$ cat config.mk
export PLATFORM = sky130hd
export DESIGN_NAME = bin_to_bcd_seq_flat
export DESIGN_NICKNAME = d
export VERILOG_FILES = /design/src/rtl/bin_to_bcd_seq_if.sv /design/src/rtl/bin_to_bcd_seq.sv /design/src/flat_wrapper.sv
export SDC_FILE = /design/constraint.sdc
export NUM_CORES = 1
export LEC_CHECK = 0
export CORE_ASPECT_RATIO = 1.75
export CORE_MARGIN = 2
export CORE_UTILIZATION = 45
export DETAILED_ROUTE_END_ITERATION = 8
export PLACE_DENSITY = 0.68
export SLEW_MARGIN = 20
export SYNTH_ARGS = -nofsm -noshare
export SYNTH_HDL_FRONTEND = slang
export SYNTH_SLANG_ARGS = --single-unit
$ cat constraint.sdc
create_clock -name clk -period 1.8 [get_ports clk]
set_input_delay 0.36 -clock clk [delete_from_list [all_inputs] [get_ports clk]]
set_output_delay 0.36 -clock clk [all_outputs]
set_load 0.1 [all_outputs]
$ cat src/rtl/bin_to_bcd_seq_if.sv
// Handshake and display bus of the sequential binary-to-BCD converter.
// The master drives the request; the slave (converter) returns status and digits.
interface bin_to_bcd_seq_if;
    logic        start;
    logic [13:0] bin;
    logic        busy;
    logic        done;
    logic        ovf;
    logic [3:0]  dig1;
    logic [3:0]  dig2;
    logic [3:0]  dig3;
    logic [3:0]  dig4;

    modport master (
        output start, bin,
        input  busy, done, ovf, dig1, dig2, dig3, dig4
    );

    modport slave (
        input  start, bin,
        output busy, done, ovf, dig1, dig2, dig3, dig4
    );
endinterface

$ cat src/rtl/bin_to_bcd_seq.sv
// Sequential 14-bit binary to 4-digit BCD converter using shift-and-add-3.
// Displayed digits only change on the single LOAD edge that also pulses done.
module bin_to_bcd_seq #(
    parameter bit SATURATE = 1'b1
) (
    input logic           clk,
    input logic           clr,
    bin_to_bcd_seq_if.slave bus
);

    typedef enum logic [1:0] {
        IDLE,
        SHIFT,
        LOAD
    } state_t;

    state_t      r_state;
    state_t      w_nextState;

    logic [13:0] r_operand;
    logic [15:0] r_bcd;
    logic [3:0]  r_count;
    logic        r_ovfPending;

    logic        r_busy;
    logic        r_done;
    logic        r_ovf;
    logic [3:0]  r_dig1;
    logic [3:0]  r_dig2;
    logic [3:0]  r_dig3;
    logic [3:0]  r_dig4;

    logic        w_overRange;
    logic [13:0] w_operandIn;
    logic [15:0] w_bcdAdj;

    // The 14th shift happens on the edge where the counter still reads 13.
    always_comb begin
        w_nextState = r_state;
        case (r_state)
            IDLE:    if (bus.start) w_nextState = SHIFT;
            SHIFT:   if (r_count == 4'd13) w_nextState = LOAD;
            LOAD:    w_nextState = IDLE;
            default: w_nextState = IDLE;
        endcase
    end

    always_comb begin
        w_overRange = (bus.bin > 14'd9999);
        w_operandIn = bus.bin;
        if (w_overRange) begin
            w_operandIn = SATURATE ? 14'd9999 : 14'd0;
        end
        w_bcdAdj = r_bcd;
        for (int i = 0; i < 4; i++) begin
            if (r_bcd[4*i +: 4] >= 4'd5) begin
                w_bcdAdj[4*i +: 4] = r_bcd[4*i +: 4] + 4'd3;
            end
        end
    end

    always_ff @(posedge clk) begin
        if (clr) begin
            r_state      <= IDLE;
            r_operand    <= '0;
            r_bcd        <= '0;
            r_count      <= '0;
            r_ovfPending <= 1'b0;
            r_busy       <= 1'b0;
            r_done       <= 1'b0;
            r_ovf        <= 1'b0;
            r_dig1       <= '0;
            r_dig2       <= '0;
            r_dig3       <= '0;
            r_dig4       <= '0;
        end else begin
            r_state <= w_nextState;
            r_done  <= 1'b0;
            case (r_state)
                IDLE: begin
                    if (bus.start) begin
                        r_operand    <= w_operandIn;
                        r_ovfPending <= w_overRange;
                        r_bcd        <= '0;
                        r_count      <= '0;
                        r_busy       <= 1'b1;
                    end
                end
                SHIFT: begin
                    // Operand MSB feeds the BCD LSB; the adjusted top bit never carries out for values <= 9999.
                    {r_bcd, r_operand} <= {w_bcdAdj[14:0], r_operand, 1'b0};
                    r_count            <= r_count + 4'd1;
                end
                LOAD: begin
                    r_dig1 <= r_bcd[15:12];
                    r_dig2 <= r_bcd[11:8];
                    r_dig3 <= r_bcd[7:4];
                    r_dig4 <= r_bcd[3:0];
                    r_ovf  <= r_ovfPending;
                    r_done <= 1'b1;
                    r_busy <= 1'b0;
                end
                default: begin
                    r_busy <= 1'b0;
                end
            endcase
        end
    end

    assign bus.busy = r_busy;
    assign bus.done = r_done;
    assign bus.ovf  = r_ovf;
    assign bus.dig1 = r_dig1;
    assign bus.dig2 = r_dig2;
    assign bus.dig3 = r_dig3;
    assign bus.dig4 = r_dig4;

endmodule

$ cat src/flat_wrapper.sv
// flat-port wrapper written by rule: the top's interface ports become plain ports
module bin_to_bcd_seq_flat 
#(
    parameter bit SATURATE = 1'b1
)
  (clk, clr, bus_start, bus_bin, bus_busy, bus_done, bus_ovf, bus_dig1, bus_dig2, bus_dig3, bus_dig4);
  bin_to_bcd_seq_if bus_i ();
  input logic clk;
  input logic clr;
  input wire logic [$bits(bus_i.start)-1:0] bus_start;
  input wire logic [$bits(bus_i.bin)-1:0] bus_bin;
  output wire logic [$bits(bus_i.busy)-1:0] bus_busy;
  output wire logic [$bits(bus_i.done)-1:0] bus_done;
  output wire logic [$bits(bus_i.ovf)-1:0] bus_ovf;
  output wire logic [$bits(bus_i.dig1)-1:0] bus_dig1;
  output wire logic [$bits(bus_i.dig2)-1:0] bus_dig2;
  output wire logic [$bits(bus_i.dig3)-1:0] bus_dig3;
  output wire logic [$bits(bus_i.dig4)-1:0] bus_dig4;
  assign bus_i.start = bus_start;
  assign bus_i.bin = bus_bin;
  assign bus_busy = bus_i.busy;
  assign bus_done = bus_i.done;
  assign bus_ovf = bus_i.ovf;
  assign bus_dig1 = bus_i.dig1;
  assign bus_dig2 = bus_i.dig2;
  assign bus_dig3 = bus_i.dig3;
  assign bus_dig4 = bus_i.dig4;
  bin_to_bcd_seq #(.SATURATE(SATURATE)) u_core (.clk(clk), .clr(clr), .bus(bus_i));
endmodule
After elaboration in Yosys (flattened, before gate mapping)
Cells that the tools add are included.

word-level totals
  register bits after elaboration = 56
  input port bits = 17
  logic and storage cells = 51

cells by class
  add/subtract/negate cells = 5
  order comparisons = 5
  equality and inequality tests = 5
  muxes and demuxes = 17
  bitwise gates (word level) = 1
  reductions and logical operators = 6

operator list
  kind                                                                count
  one-hot mux 16 bit (2 select lines)                                 1
  two-way mux 14 bit                                                  2
  one-hot mux 14 bit (2 select lines)                                 1
  greater-or-equal comparator 4 x 3 -> 1 bit (second input constant)  4
  two-way mux 16 bit                                                  1
  two-way mux 4 bit                                                   4
  > comparator 14 bit (second input constant)                         1
  adder 4 x 2 -> 4 bit (second input constant)                        3
  one-hot mux 4 bit (2 select lines)                                  1
  AND reduction 2 bit                                                 4
  adder 4 x 1 -> 4 bit (second input constant)                        1
  equality test 4 bit (second input constant)                         1
  two-way mux 2 bit                                                   2
  one-hot mux 2 bit (2 select lines)                                  1
  adder 3 x 2 -> 3 bit (second input constant)                        1
  two-way mux 3 bit                                                   1
  equality test 2 x 1 -> 1 bit (second input constant)                1
  equality test 2 bit (second input constant)                         1
  logical NOT 2 bit                                                   1
  two-way mux 1 bit                                                   2
  != test 2 x 1 -> 1 bit (second input constant)                      1
  != test 2 bit (second input constant)                               1
  one-hot mux 1 bit (2 select lines)                                  1
  nonzero test 2 bit                                                  1
  inverter 1 bit                                                      1

Logic depth before layout (Yosys ltp)
  depth after elaboration = 4
  mapped depth = 5
  depth with buffers taken out = 5

Least setup slack after synthesis
OpenSTA, ideal clock, no wires.

  path kind = input to register
  from = in bus_bin[6]
  to = reg u_core.r_operand[10]
  data arrival time = 1,317 ps
  data required time = 1,673 ps
  path slack = 356 ps
  stages on the path = 3
  path buffers = 0
  cells stage by stage = or4_4 -> a211oi_4 -> a21oi_1

on the way
  cells in the longest elaborated chain, start to end = 4

ends and longest elaborated chain
  what                                 line                  text
  start, declared                      flat_wrapper.sv:11    input wire logic [$bits(bus_i.bin)-1:0] bus_bin;
  > comparator 14 bit                  bin_to_bcd_seq.sv:49  w_overRange = (bus.bin > 14'd9999);
  two-way mux 14 bit                   bin_to_bcd_seq.sv:51  if (w_overRange) begin
  two-way mux 14 bit                   bin_to_bcd_seq.sv:81  if (bus.start) begin
  one-hot mux 14 bit (2 select lines)  bin_to_bcd_seq.sv:79  case (r_state)
  end signal, assigned                 bin_to_bcd_seq.sv:82  r_operand <= w_operandIn;
  end signal, assigned                 bin_to_bcd_seq.sv:91  {r_bcd, r_operand} <= {w_bcdAdj[14:0], r_operand, 1'b0};
  end, declared                        bin_to_bcd_seq.sv:20  logic [13:0] r_operand;

No other way between the ends. The select of a mux whose other input is x is not followed.
A chain may end at the register's enable or synchronous reset.

Worst setup path after layout
  from = in bus_bin[6]
  to = reg u_core.r_operand[3]

The elaborated chain is that of the path after synthesis.

==> reports/metrics.yaml <==
layout_commonest_cell: "dfxtp_1"
setup_viol: 0
grt_max_degree: 22
synth_area_sq_um: 2600
antenna_left: 0
start_kind: "primary input"
synth_top_family_by_area: "compound AO/OA/AOI/OAI gates"
antenna_found_initial: 0
rsz0062_at_grt: "no"
finalWorstSetupSlack_ns: 0.104
drive_gt1_frac: 0.167
critPathCapture: "u_core.r_operand[3]"
final_nets: 379
start_util: 0.465
io_buffers: 35
root_buffer: "clkbuf_8"
vias: 2361
drv_slew: 0
clk_path_buf_depth: 2
crit_fanout: 6
fin_crit_ns: 1.70
dp.cells: 421
clk-insertion-delay-late_ns: 0.30
synth_seq_cells: 56
num_rows: 36
synth_cell_types: 40
mostFrequentLayoutCells: "56 x dfxtp_1, 38 x nand2_1, 36 x a21oi_1, 24 x buf_4, 20 x buf_12"
stdcell_count: 429
drt_first_pass_iters: 4
yosysWarnings: 0
worstSetupEndpointType: "flip-flop"
max-vdd-ir-drop_mv: 0.574
cellLeakagePower_nw: 1.17
grt_first_pass_wirelength_mm: 10.5
grt_pass1_vias: 2326
dpl.hpwl_mm: 4.74
hp-class: "reg -> reg"
synth_compound_area_frac: 0.249
h-tree-depth: 2
dieWidth_um: 61.4
routed_wl_mm: 6.14
post-place-ws_ns: -0.215
p_total_mw: 2.30
drt_drc_violations_left: 0
worstPathArrival_ns: 1.87
cts_hold_buf: 0
setup_tns_ns: 0
muxShareOfSynthArea: 0.00385
fin_skew_ns: 0.00615
outcome: "completed"
cts-buffers-inserted: 5
required_ns: 1.98
grt_usage: 0.213
die-area_sq_um: 6420
reg2reg_slack_ns: 0.23
synth-edff-count: 0
synth_fa_ha_area_frac: 0.0482
tightestPinTransition_ns: 0.431
synth_nets: 331
post_cts_buffers: 0
synthArstFlopShare: 0
cellPowerDensity_nw_per_um2: 668
overflow: 0
io_pins: 36
clk_pin_slew_ns: 0.09
synth_flop_cell: "dfxtp_1"
relSlewSlack: 0.712
synthCells: 304
r2r-start: "u_core.r_state[0]"
syn_area_per_cell_sq_um: 8.54
drt_iter0_markers: 56
hold_ws_ns: 0.473
path_class: "in -> reg"
ff2ff_path_depth: 4
place_congestion: 0.873
fmax_mhz: 590
cap_violations: 0
synth-simple-area-share: 0.197
synth-seq-area-share: 0.432
fillerInstances: 523
numClockSinks: 56
cts_resized: 0
r2r-end: "u_core.r_operand[6]"
die_h_um: 105
hold_viol: 0
core_sq_um: 5590
antennaDiodeCount: 0
cts_tree: "yes"
yosys.area_share.xor_xnor: 0.0101
min_from: "u_core.r_bcd[15]"
vias_per_cell: 5.50
min_period_over_period: 0.942
wl_per_cell_um: 14.3
crit_start: "bus_bin[6]"
syn2layout_area_growth_pct: 32.4
## power by group
group	switching (mW)	internal [mW]	total (mW)
clock	0.389	0.315	0.704
combinational	0.151	0.136	0.287
sequential	0.0316	1.27	1.30
total	0.572	1.72	2.30
## layer usage
layer,share of wire,global-route usage,up-vias
met5,0,0,-
met2,0.55,0.377,46
met3,0.022,0.0286,16
li1,-,-,1187
met1,0.38,0.233,1112
met4,0.039,0.105,0
## worst min-delay path by stage
stage               slack [ns]                 end  cells past startpoint
floorplan                 0.43      u_core.bus.ovf                      2
global placement          0.46  u_core.bus.dig1[3]                      2
detailed placement        0.47  u_core.bus.dig4[3]                      2
CTS                       0.48  u_core.bus.dig4[3]                      2
global route              0.50  u_core.bus.dig1[3]                      2
finish                    0.47  u_core.bus.dig1[3]                      2
## metrics by stage
stage / utilization / instance area (sq um)
after CTS: 0.616 / 3440
after global placement: 0.599 / 3350
after detailed placement: 0.599 / 3350
after floorplan: - / 2600
final: 0.616 / 3440
after global routing: 0.616 / 3440
## synth_stat cells (2+ instances only)
library cell  instances  area share
nand2b_1              6       0.014
nor2_1               16       0.023
nand3_1              17       0.033
o41ai_1               3       0.010
o21ai_0               9       0.017
a21oi_1              36       0.069
clkbuf_1              7       0.010
o211ai_1              9       0.026
o21a_1                6       0.017
nor2b_1               6       0.014
nor4b_1               5       0.017
a222oi_1              2      0.0077
dfxtp_1              56        0.43
nor3b_2               2      0.0096
nand2_1              38       0.055
inv_1                19       0.027
buf_2                11       0.021
xnor2_1               3       0.010
a22oi_1               5       0.014
o2111ai_1             8       0.027
nand4_1               4      0.0096
o221ai_1              6       0.020
ha_1                 10       0.048
o22ai_1               4      0.0096
## critical path: stages
cell	delay, ns
clkdlybuf4s50_1	0.43
or4_4	0.58
a211oi_4	0.38
a21oi_1	0.12
## registers in the layout, indices dropped and copies added (netlist names)
signal,flops
u_core.bus.dig1,4
u_core.bus.dig4,4
u_core.r_bcd,16
u_core.r_ovfPending,1
u_core.bus.done,1
u_core.r_count,4
u_core.bus.ovf,1
u_core.bus.dig3,4
u_core.bus.dig2,4
u_core.r_operand,14
u_core.bus.busy,1
u_core.r_state,2
## cell type report
class	instances	area [sq um]	share of cell area
Multi-Input combinational cell	210	1320	0.384
Timing Repair Buffer	60	741	0.215
Tap cell	76	95.1	0.0277
Clock buffer	8	90.1	0.0262
Sequential cell	56	1120	0.326
Inverter	19	71.3	0.0207
## cell families (layout without fill, tap and decap cells)
kind of cell             Yosys count  in the layout
multiplexers                       1              1
AO/OA/AOI/OAI                     95             95
adder cells (fa/ha/maj)           10             10
AND/OR/NAND/NOR                  101            101
flip-flops                        56             56
buffers and inverters             38             87
XOR/XNOR                           3              3
Power figures use the tool's default switching activity.
